### src/rtl/fft_peak_picker_if.sv
// Stream and result bundle between the FFT output, the peak picker and the
// pitch/transcription logic. "slave" is the peak picker side.
interface fft_peak_picker_if #(
   parameter int BIN_W = 12
);
   logic [15:0]      fft_data_in;
   logic             fft_valid_in;
   logic             fft_last_in;
   logic             fft_ready_out;
   logic [BIN_W-1:0] peak_bin_out;
   logic [15:0]      peak_mag_out;
   logic             peak_valid_out;
   logic             note_on_out;
   logic             frame_err_out;

   modport slave (
      input  fft_data_in, fft_valid_in, fft_last_in,
      output fft_ready_out, peak_bin_out, peak_mag_out,
             peak_valid_out, note_on_out, frame_err_out
   );

   modport master (
      output fft_data_in, fft_valid_in, fft_last_in,
      input  fft_ready_out, peak_bin_out, peak_mag_out,
             peak_valid_out, note_on_out, frame_err_out
   );
endinterface

### src/rtl/fft_peak_picker.sv
// Squared-magnitude peak search over one FFT frame. Bins stream in one per
// beat, pass a 3-stage square/sum pipeline, and the strongest in-window bin
// is reported 4 cycles after the end-of-frame handshake.
module fft_peak_picker #(
   parameter int          NFFT    = 4096,
   parameter int          BIN_W   = 12,
   parameter int          MIN_BIN = 1,
   parameter int          MAX_BIN = 2047,
   parameter logic [15:0] THRESH  = 16'd256
) (
   input  logic            clk_in,
   input  logic            rst_n_in,
   fft_peak_picker_if.slave bus
);
   localparam logic [BIN_W-1:0] LAST_BIN = BIN_W'(NFFT - 1);
   localparam logic [BIN_W-1:0] MIN_B    = BIN_W'(MIN_BIN);
   localparam logic [BIN_W-1:0] MAX_B    = BIN_W'(MAX_BIN);

   typedef enum logic [1:0] {ACCUM, FLUSH, REPORT} state_t;

   state_t             state_q, state_d;
   logic [1:0]         flush_cnt_q, flush_cnt_d;
   logic               ready_q, ready_d;
   logic [BIN_W-1:0]   bin_cnt_q, bin_cnt_d;
   logic               err_pend_q, err_pend_d;

   logic               s1_valid_q, s1_valid_d;
   logic signed [7:0]  s1_re_q, s1_re_d;
   logic signed [7:0]  s1_im_q, s1_im_d;
   logic [BIN_W-1:0]   s1_tag_q, s1_tag_d;
   logic               s2_valid_q, s2_valid_d;
   logic [14:0]        s2_re_sq_q, s2_re_sq_d;
   logic [14:0]        s2_im_sq_q, s2_im_sq_d;
   logic [BIN_W-1:0]   s2_tag_q, s2_tag_d;
   logic               s3_valid_q, s3_valid_d;
   logic [15:0]        s3_sum_q, s3_sum_d;
   logic [BIN_W-1:0]   s3_tag_q, s3_tag_d;

   logic [15:0]        best_mag_q, best_mag_d;
   logic [BIN_W-1:0]   best_bin_q, best_bin_d;

   logic [BIN_W-1:0]   peak_bin_q, peak_bin_d;
   logic [15:0]        peak_mag_q, peak_mag_d;
   logic               peak_valid_q, peak_valid_d;
   logic               note_on_q, note_on_d;
   logic               frame_err_q, frame_err_d;

   logic               accept;
   logic               at_last_bin;
   logic               eof;

   assign accept      = ready_q && bus.fft_valid_in;
   assign at_last_bin = (bin_cnt_q == LAST_BIN);
   assign eof         = accept && (bus.fft_last_in || at_last_bin);

   // Next-state logic: pipeline, bin tagging, best tracking and frame FSM.
   always_comb begin
      state_d      = state_q;
      flush_cnt_d  = flush_cnt_q;
      bin_cnt_d    = bin_cnt_q;
      err_pend_d   = err_pend_q;
      best_mag_d   = best_mag_q;
      best_bin_d   = best_bin_q;
      peak_bin_d   = peak_bin_q;
      peak_mag_d   = peak_mag_q;
      peak_valid_d = 1'b0;
      note_on_d    = note_on_q;
      frame_err_d  = frame_err_q;

      // Pipeline moves every cycle; bubbles carry valid=0.
      s1_valid_d = accept;
      s1_re_d    = bus.fft_data_in[7:0];
      s1_im_d    = bus.fft_data_in[15:8];
      s1_tag_d   = bin_cnt_q;
      s2_valid_d = s1_valid_q;
      s2_re_sq_d = 15'(s1_re_q) * 15'(s1_re_q);
      s2_im_sq_d = 15'(s1_im_q) * 15'(s1_im_q);
      s2_tag_d   = s1_tag_q;
      s3_valid_d = s2_valid_q;
      s3_sum_d   = {1'b0, s2_re_sq_q} + {1'b0, s2_im_sq_q};
      s3_tag_d   = s2_tag_q;

      // Strict compare so that equal magnitudes keep the earlier (lower) bin.
      if (s3_valid_q && (s3_tag_q >= MIN_B) && (s3_tag_q <= MAX_B) &&
          (s3_sum_q > best_mag_q)) begin
         best_mag_d = s3_sum_q;
         best_bin_d = s3_tag_q;
      end

      if (accept) begin
         bin_cnt_d = eof ? '0 : bin_cnt_q + BIN_W'(1);
      end
      // A frame is malformed when last and the final bin index disagree.
      if (eof && (bus.fft_last_in != at_last_bin)) begin
         err_pend_d = 1'b1;
      end

      case (state_q)
         ACCUM: begin
            if (eof) begin
               state_d     = FLUSH;
               flush_cnt_d = 2'd0;
            end
         end
         FLUSH: begin
            if (flush_cnt_q == 2'd2) begin
               // The last beat sits in S3 now, so best_*_d already includes it.
               state_d      = REPORT;
               peak_bin_d   = best_bin_d;
               peak_mag_d   = best_mag_d;
               note_on_d    = (best_mag_d >= THRESH);
               frame_err_d  = err_pend_q;
               peak_valid_d = 1'b1;
            end else begin
               flush_cnt_d = flush_cnt_q + 2'd1;
            end
         end
         REPORT: begin
            state_d    = ACCUM;
            best_mag_d = '0;
            best_bin_d = MIN_B;
            err_pend_d = 1'b0;
         end
         default: state_d = ACCUM;
      endcase

      ready_d = (state_d == ACCUM);
   end

   // State, pipeline and output registers.
   always_ff @(posedge clk_in or negedge rst_n_in) begin
      if (!rst_n_in) begin
         state_q      <= ACCUM;
         flush_cnt_q  <= '0;
         ready_q      <= 1'b0;
         bin_cnt_q    <= '0;
         err_pend_q   <= 1'b0;
         s1_valid_q   <= 1'b0;
         s1_re_q      <= '0;
         s1_im_q      <= '0;
         s1_tag_q     <= '0;
         s2_valid_q   <= 1'b0;
         s2_re_sq_q   <= '0;
         s2_im_sq_q   <= '0;
         s2_tag_q     <= '0;
         s3_valid_q   <= 1'b0;
         s3_sum_q     <= '0;
         s3_tag_q     <= '0;
         best_mag_q   <= '0;
         best_bin_q   <= MIN_B;
         peak_bin_q   <= '0;
         peak_mag_q   <= '0;
         peak_valid_q <= 1'b0;
         note_on_q    <= 1'b0;
         frame_err_q  <= 1'b0;
      end else begin
         state_q      <= state_d;
         flush_cnt_q  <= flush_cnt_d;
         ready_q      <= ready_d;
         bin_cnt_q    <= bin_cnt_d;
         err_pend_q   <= err_pend_d;
         s1_valid_q   <= s1_valid_d;
         s1_re_q      <= s1_re_d;
         s1_im_q      <= s1_im_d;
         s1_tag_q     <= s1_tag_d;
         s2_valid_q   <= s2_valid_d;
         s2_re_sq_q   <= s2_re_sq_d;
         s2_im_sq_q   <= s2_im_sq_d;
         s2_tag_q     <= s2_tag_d;
         s3_valid_q   <= s3_valid_d;
         s3_sum_q     <= s3_sum_d;
         s3_tag_q     <= s3_tag_d;
         best_mag_q   <= best_mag_d;
         best_bin_q   <= best_bin_d;
         peak_bin_q   <= peak_bin_d;
         peak_mag_q   <= peak_mag_d;
         peak_valid_q <= peak_valid_d;
         note_on_q    <= note_on_d;
         frame_err_q  <= frame_err_d;
      end
   end

   assign bus.fft_ready_out  = ready_q;
   assign bus.peak_bin_out   = peak_bin_q;
   assign bus.peak_mag_out   = peak_mag_q;
   assign bus.peak_valid_out = peak_valid_q;
   assign bus.note_on_out    = note_on_q;
   assign bus.frame_err_out  = frame_err_q;
endmodule

### src/flat_wrapper.sv
// flat-port wrapper written by rule: the top's interface ports become plain ports
module fft_peak_picker_flat 
#(
   parameter int          NFFT    = 4096,
   parameter int          BIN_W   = 12,
   parameter int          MIN_BIN = 1,
   parameter int          MAX_BIN = 2047,
   parameter logic [15:0] THRESH  = 16'd256
)
  (clk_in, rst_n_in, bus_fft_data_in, bus_fft_valid_in, bus_fft_last_in, bus_fft_ready_out, bus_peak_bin_out, bus_peak_mag_out, bus_peak_valid_out, bus_note_on_out, bus_frame_err_out);
  fft_peak_picker_if #(.BIN_W(BIN_W)) bus_i ();
  input  logic clk_in;
  input  logic rst_n_in;
  input wire logic [$bits(bus_i.fft_data_in)-1:0] bus_fft_data_in;
  input wire logic [$bits(bus_i.fft_valid_in)-1:0] bus_fft_valid_in;
  input wire logic [$bits(bus_i.fft_last_in)-1:0] bus_fft_last_in;
  output wire logic [$bits(bus_i.fft_ready_out)-1:0] bus_fft_ready_out;
  output wire logic [$bits(bus_i.peak_bin_out)-1:0] bus_peak_bin_out;
  output wire logic [$bits(bus_i.peak_mag_out)-1:0] bus_peak_mag_out;
  output wire logic [$bits(bus_i.peak_valid_out)-1:0] bus_peak_valid_out;
  output wire logic [$bits(bus_i.note_on_out)-1:0] bus_note_on_out;
  output wire logic [$bits(bus_i.frame_err_out)-1:0] bus_frame_err_out;
  assign bus_i.fft_data_in = bus_fft_data_in;
  assign bus_i.fft_valid_in = bus_fft_valid_in;
  assign bus_i.fft_last_in = bus_fft_last_in;
  assign bus_fft_ready_out = bus_i.fft_ready_out;
  assign bus_peak_bin_out = bus_i.peak_bin_out;
  assign bus_peak_mag_out = bus_i.peak_mag_out;
  assign bus_peak_valid_out = bus_i.peak_valid_out;
  assign bus_note_on_out = bus_i.note_on_out;
  assign bus_frame_err_out = bus_i.frame_err_out;
  fft_peak_picker #(.NFFT(NFFT), .BIN_W(BIN_W), .MIN_BIN(MIN_BIN), .MAX_BIN(MAX_BIN), .THRESH(THRESH)) u_core (.clk_in(clk_in), .rst_n_in(rst_n_in), .bus(bus_i));
endmodule
### config.mk
export PLATFORM = sky130hd
export DESIGN_NAME = fft_peak_picker_flat
export DESIGN_NICKNAME = d
export VERILOG_FILES = /design/src/rtl/fft_peak_picker_if.sv /design/src/rtl/fft_peak_picker.sv /design/src/flat_wrapper.sv
export SDC_FILE = /design/constraint.sdc
export NUM_CORES = 1
export LEC_CHECK = 0
export BUFFER_PORTS_ARGS = -buffer_cell sky130_fd_sc_hd__buf_4
export CORE_MARGIN = 3
export CORE_UTILIZATION = 32
export CTS_CLUSTER_SIZE = 8
export DETAILED_ROUTE_END_ITERATION = 10
export HOLD_SLACK_MARGIN = 0.06
export PLACE_DENSITY_LB_ADDON = 0.08
export SETUP_SLACK_MARGIN = 0.15
export SLEW_MARGIN = 20
export SYNTH_ARGS = -nofsm -noshare
export SYNTH_HDL_FRONTEND = slang
export SYNTH_SLANG_ARGS = --single-unit
### constraint.sdc
create_clock -name clk_in -period 5.21 [get_ports clk_in]
set_input_delay 0.2605 -clock clk_in [delete_from_list [all_inputs] [get_ports clk_in]]
set_output_delay 0.2605 -clock clk_in [all_outputs]
set_load 0.005 [all_outputs]
==> impl_metrics.ini <==
[run_status]
outcome = finished, final reports clean

[cts]
cts_tree = built
post_cts_buffers = 0
clk_latency_ps = 430
htreeDepth = 4
cts_root_buffer = clkbuf_16
cts_buffer_depth = 2
numCtsBuffers = 17
cts.sinks = 176
cts_hold_buf = 17
cts_resized = 0
clk_pin_slew_ps = 70

[synthesis]
syn_avg_cell_area_um2 = 10.9
synth_area_um2 = 10400
yosysMostFrequentCell = dfrtp_1
synth-edff-count = 0
yosysTopAreaCell = dfrtp_1
yosys_register_bits = 176
synth_top_area_frac = 0.420
synth.net_count = 1138
ys_warn_count = 0
synth_flop_cell = dfrtp_1
yosys-top-cells-area = dfrtp_1, fa_1, ha_1, inv_1, xnor2_1
seq_area_frac_synth = 0.422
synth-async-reset-ratio = 1.00
synth_common_cells = dfrtp_1, inv_1, fa_1, ha_1, nand2_1
yosysUniqueCellTypes = 54
netlist_instances = 959

[route]
drt_wl_total_mm = 19.6
vias_per_cell = 4.34
remaining_drc_errors = 0
drt-initial-drc-count = 252
wl_per_cell_um = 13.3
ant_nets = 0
drtPass1Iterations = 4
num_vias = 6403

[worst_setup_path]
critPathArrivalTime_ps = 5050
setup.worst_path.start_class = flop
critPathMaxFanout = 8
cp-startpoint = u_core.s1_re_q[6]
cp.required_ps = 5560
crit_type = flop to flop
worst_setup_path_end_kind = flop
r2r-start = u_core.s1_re_q[6]

[cells_and_area]
regArea_um2 = 4410
final_util = 0.377
area_delta_synth_final_pct = 15.2
fillers = 3215
drive_above_1_share = 0.105
nets = 1205
multi_input_area_um2 = 5270
diodes = 0

[power_and_ir_drop]
switching_power_mw = 2.42
ir_drop_mv = 0.254
p_total_mw = 6.18
cellPowerDensity_nw_per_um2 = 514
p_int_mw = 3.76
combPwrFrac = 0.482
power_frac_seq = 0.317
switching_share = 0.392
leakagePower_nw = 6.11
clkPwrFrac = 0.200

[hold_path]
hold_start = bus_fft_valid_in
hold_path.class = input pin to flop

[place]
hpwl_mm = 15.2
gp_congestion = 0.785
portBuffers = 51

[die]
dieWidth_um = 187
die_h_um = 187
start_util = 0.327
io_pins = 52
fp.dieArea_um2 = 34800
num_rows = 65
core_region_area_um2 = 31900

[timing]
timing.final.crit_share = 0.901
max_slew.worst_pin.slew_ps = 823
slew_violations = 0
final.setup.tns_ps = 0
finClkSkew_ps = 13.8
fmax_mhz = 213
rsz0062_at_grt = no
period_minus_slack_ps = 4690
hold_viol = 0
slew_headroom = 0.449
setup_viol = 0

[global_routing]
antenna_found_initial = 1
grt_max_degree = 76
grt.total_usage = 0.123
grt_pass1_wl_mm = 34.8
gr-total-overflow = 0
first_global_vias = 6909

[job]
maxCapViolations = 0
## power by group through the flow
stage	sequential [mW]	combinational, mW	clock, mW
after floorplan	1.92	2.32	0
after global placement	2.00	3.04	0
after detailed placement	2.00	3.04	0
after CTS	1.97	3.07	1.29
after global routing	2.01	3.45	1.34
final	1.96	2.98	1.24
## stage by stage
stage,instances,area [µm²],hold slack (ps),setup slack [ps]
5_1_grt,1474,12000,200,231
4_1_cts,1474,12000,151,499
3_3_place_gp,1425,11300,331,638
3_5_place_dp,1425,11300,327,521
6_report,1474,12000,172,516
2_1_floorplan,959,10400,-35.1,805
## registers in the layout (all words and copies together) (netlist names)
signal and flops:
u_core.best_bin_q 12, u_core.best_mag_q 16, u_core.bin_cnt_q 12, u_core.bus.fft_ready_out 1, u_core.bus.frame_err_out 1, u_core.bus.note_on_out 1
u_core.bus.peak_bin_out 12, u_core.bus.peak_mag_out 16, u_core.bus.peak_valid_out 1, u_core.err_pend_q 1, u_core.flush_cnt_q 2, u_core.s1_im_q 8
u_core.s1_re_q 8, u_core.s1_tag_q 12, u_core.s1_valid_q 1, u_core.s2_im_sq_q 14, u_core.s2_re_sq_q 14, u_core.s2_tag_q 12
u_core.s2_valid_q 1, u_core.s3_sum_q 16, u_core.s3_tag_q 12, u_core.s3_valid_q 1, u_core.state_q 2
## critical path, cell delays in order, from the launching register on
cell,delay [ps]
dfrtp_1,530
inv_1,170
nor2_1,240
inv_1,100
fa_1,510
inv_1,50
fa_1,500
fa_1,540
inv_1,50
fa_1,520
inv_1,40
ha_1,220
a2111oi_0,630
o31ai_1,180
a21oi_1,200
xnor2_1,130
## kinds of logic after synthesis
kind of cell             count (synthesis)  synth area share
AO/OA/AOI/OAI                          112            0.0696
XOR/XNOR                                54            0.0453
adder cells (fa/ha/maj)                159             0.250
buffers and inverters                  194            0.0730
flip-flops                             176             0.422
multiplexers                            29            0.0281
AND/OR/NAND/NOR                        235             0.112
## routing by layer
layer / wire, µm / track usage / vias up
li1: - / - / 3182
met3: 404 / 0.0225 / 20
met2: 9630 / 0.204 / 66
met1: 9320 / 0.165 / 3135
met5: 0 / 0 / -
met4: 295 / 0.0352 / 0
## cell type report
type,instances,area share
tap,435,0.0453
clock buffer,20,0.0380
sequential,176,0.366
clock inverter,12,0.00968
inverter,169,0.0527
timing repair buffer,73,0.0496
multi-input combinational,589,0.438
## layout by cell type, fill, tap and decap left out, types with 28 or more instances in the layout
cell type  netlist  final
buf_4            0     55
nand2_1         76     76
fa_1            82     82
a21oi_1         29     29
o21ai_0         28     28
xnor2_1         40     40
dfrtp_1        175    175
ha_1            77     77
inv_1          169    169
nor2_1          55     55
## worst paths after layout
path	to	slack [ps]	cells after the start
worst max-delay path	u_core.s2_re_sq_q[13]	520	15
worst min-delay path	u_core.bin_cnt_q[1]	170	4
worst max register to register	u_core.s2_re_sq_q[13]	520	15
worst min register to register	u_core.s3_valid_q	340	0
max in group asynchronous	u_core.s3_sum_q[14]	3650	3
min in group asynchronous	u_core.bus.peak_bin_out[4]	410	2
Note: power is estimated with default switching activity, not from simulation.
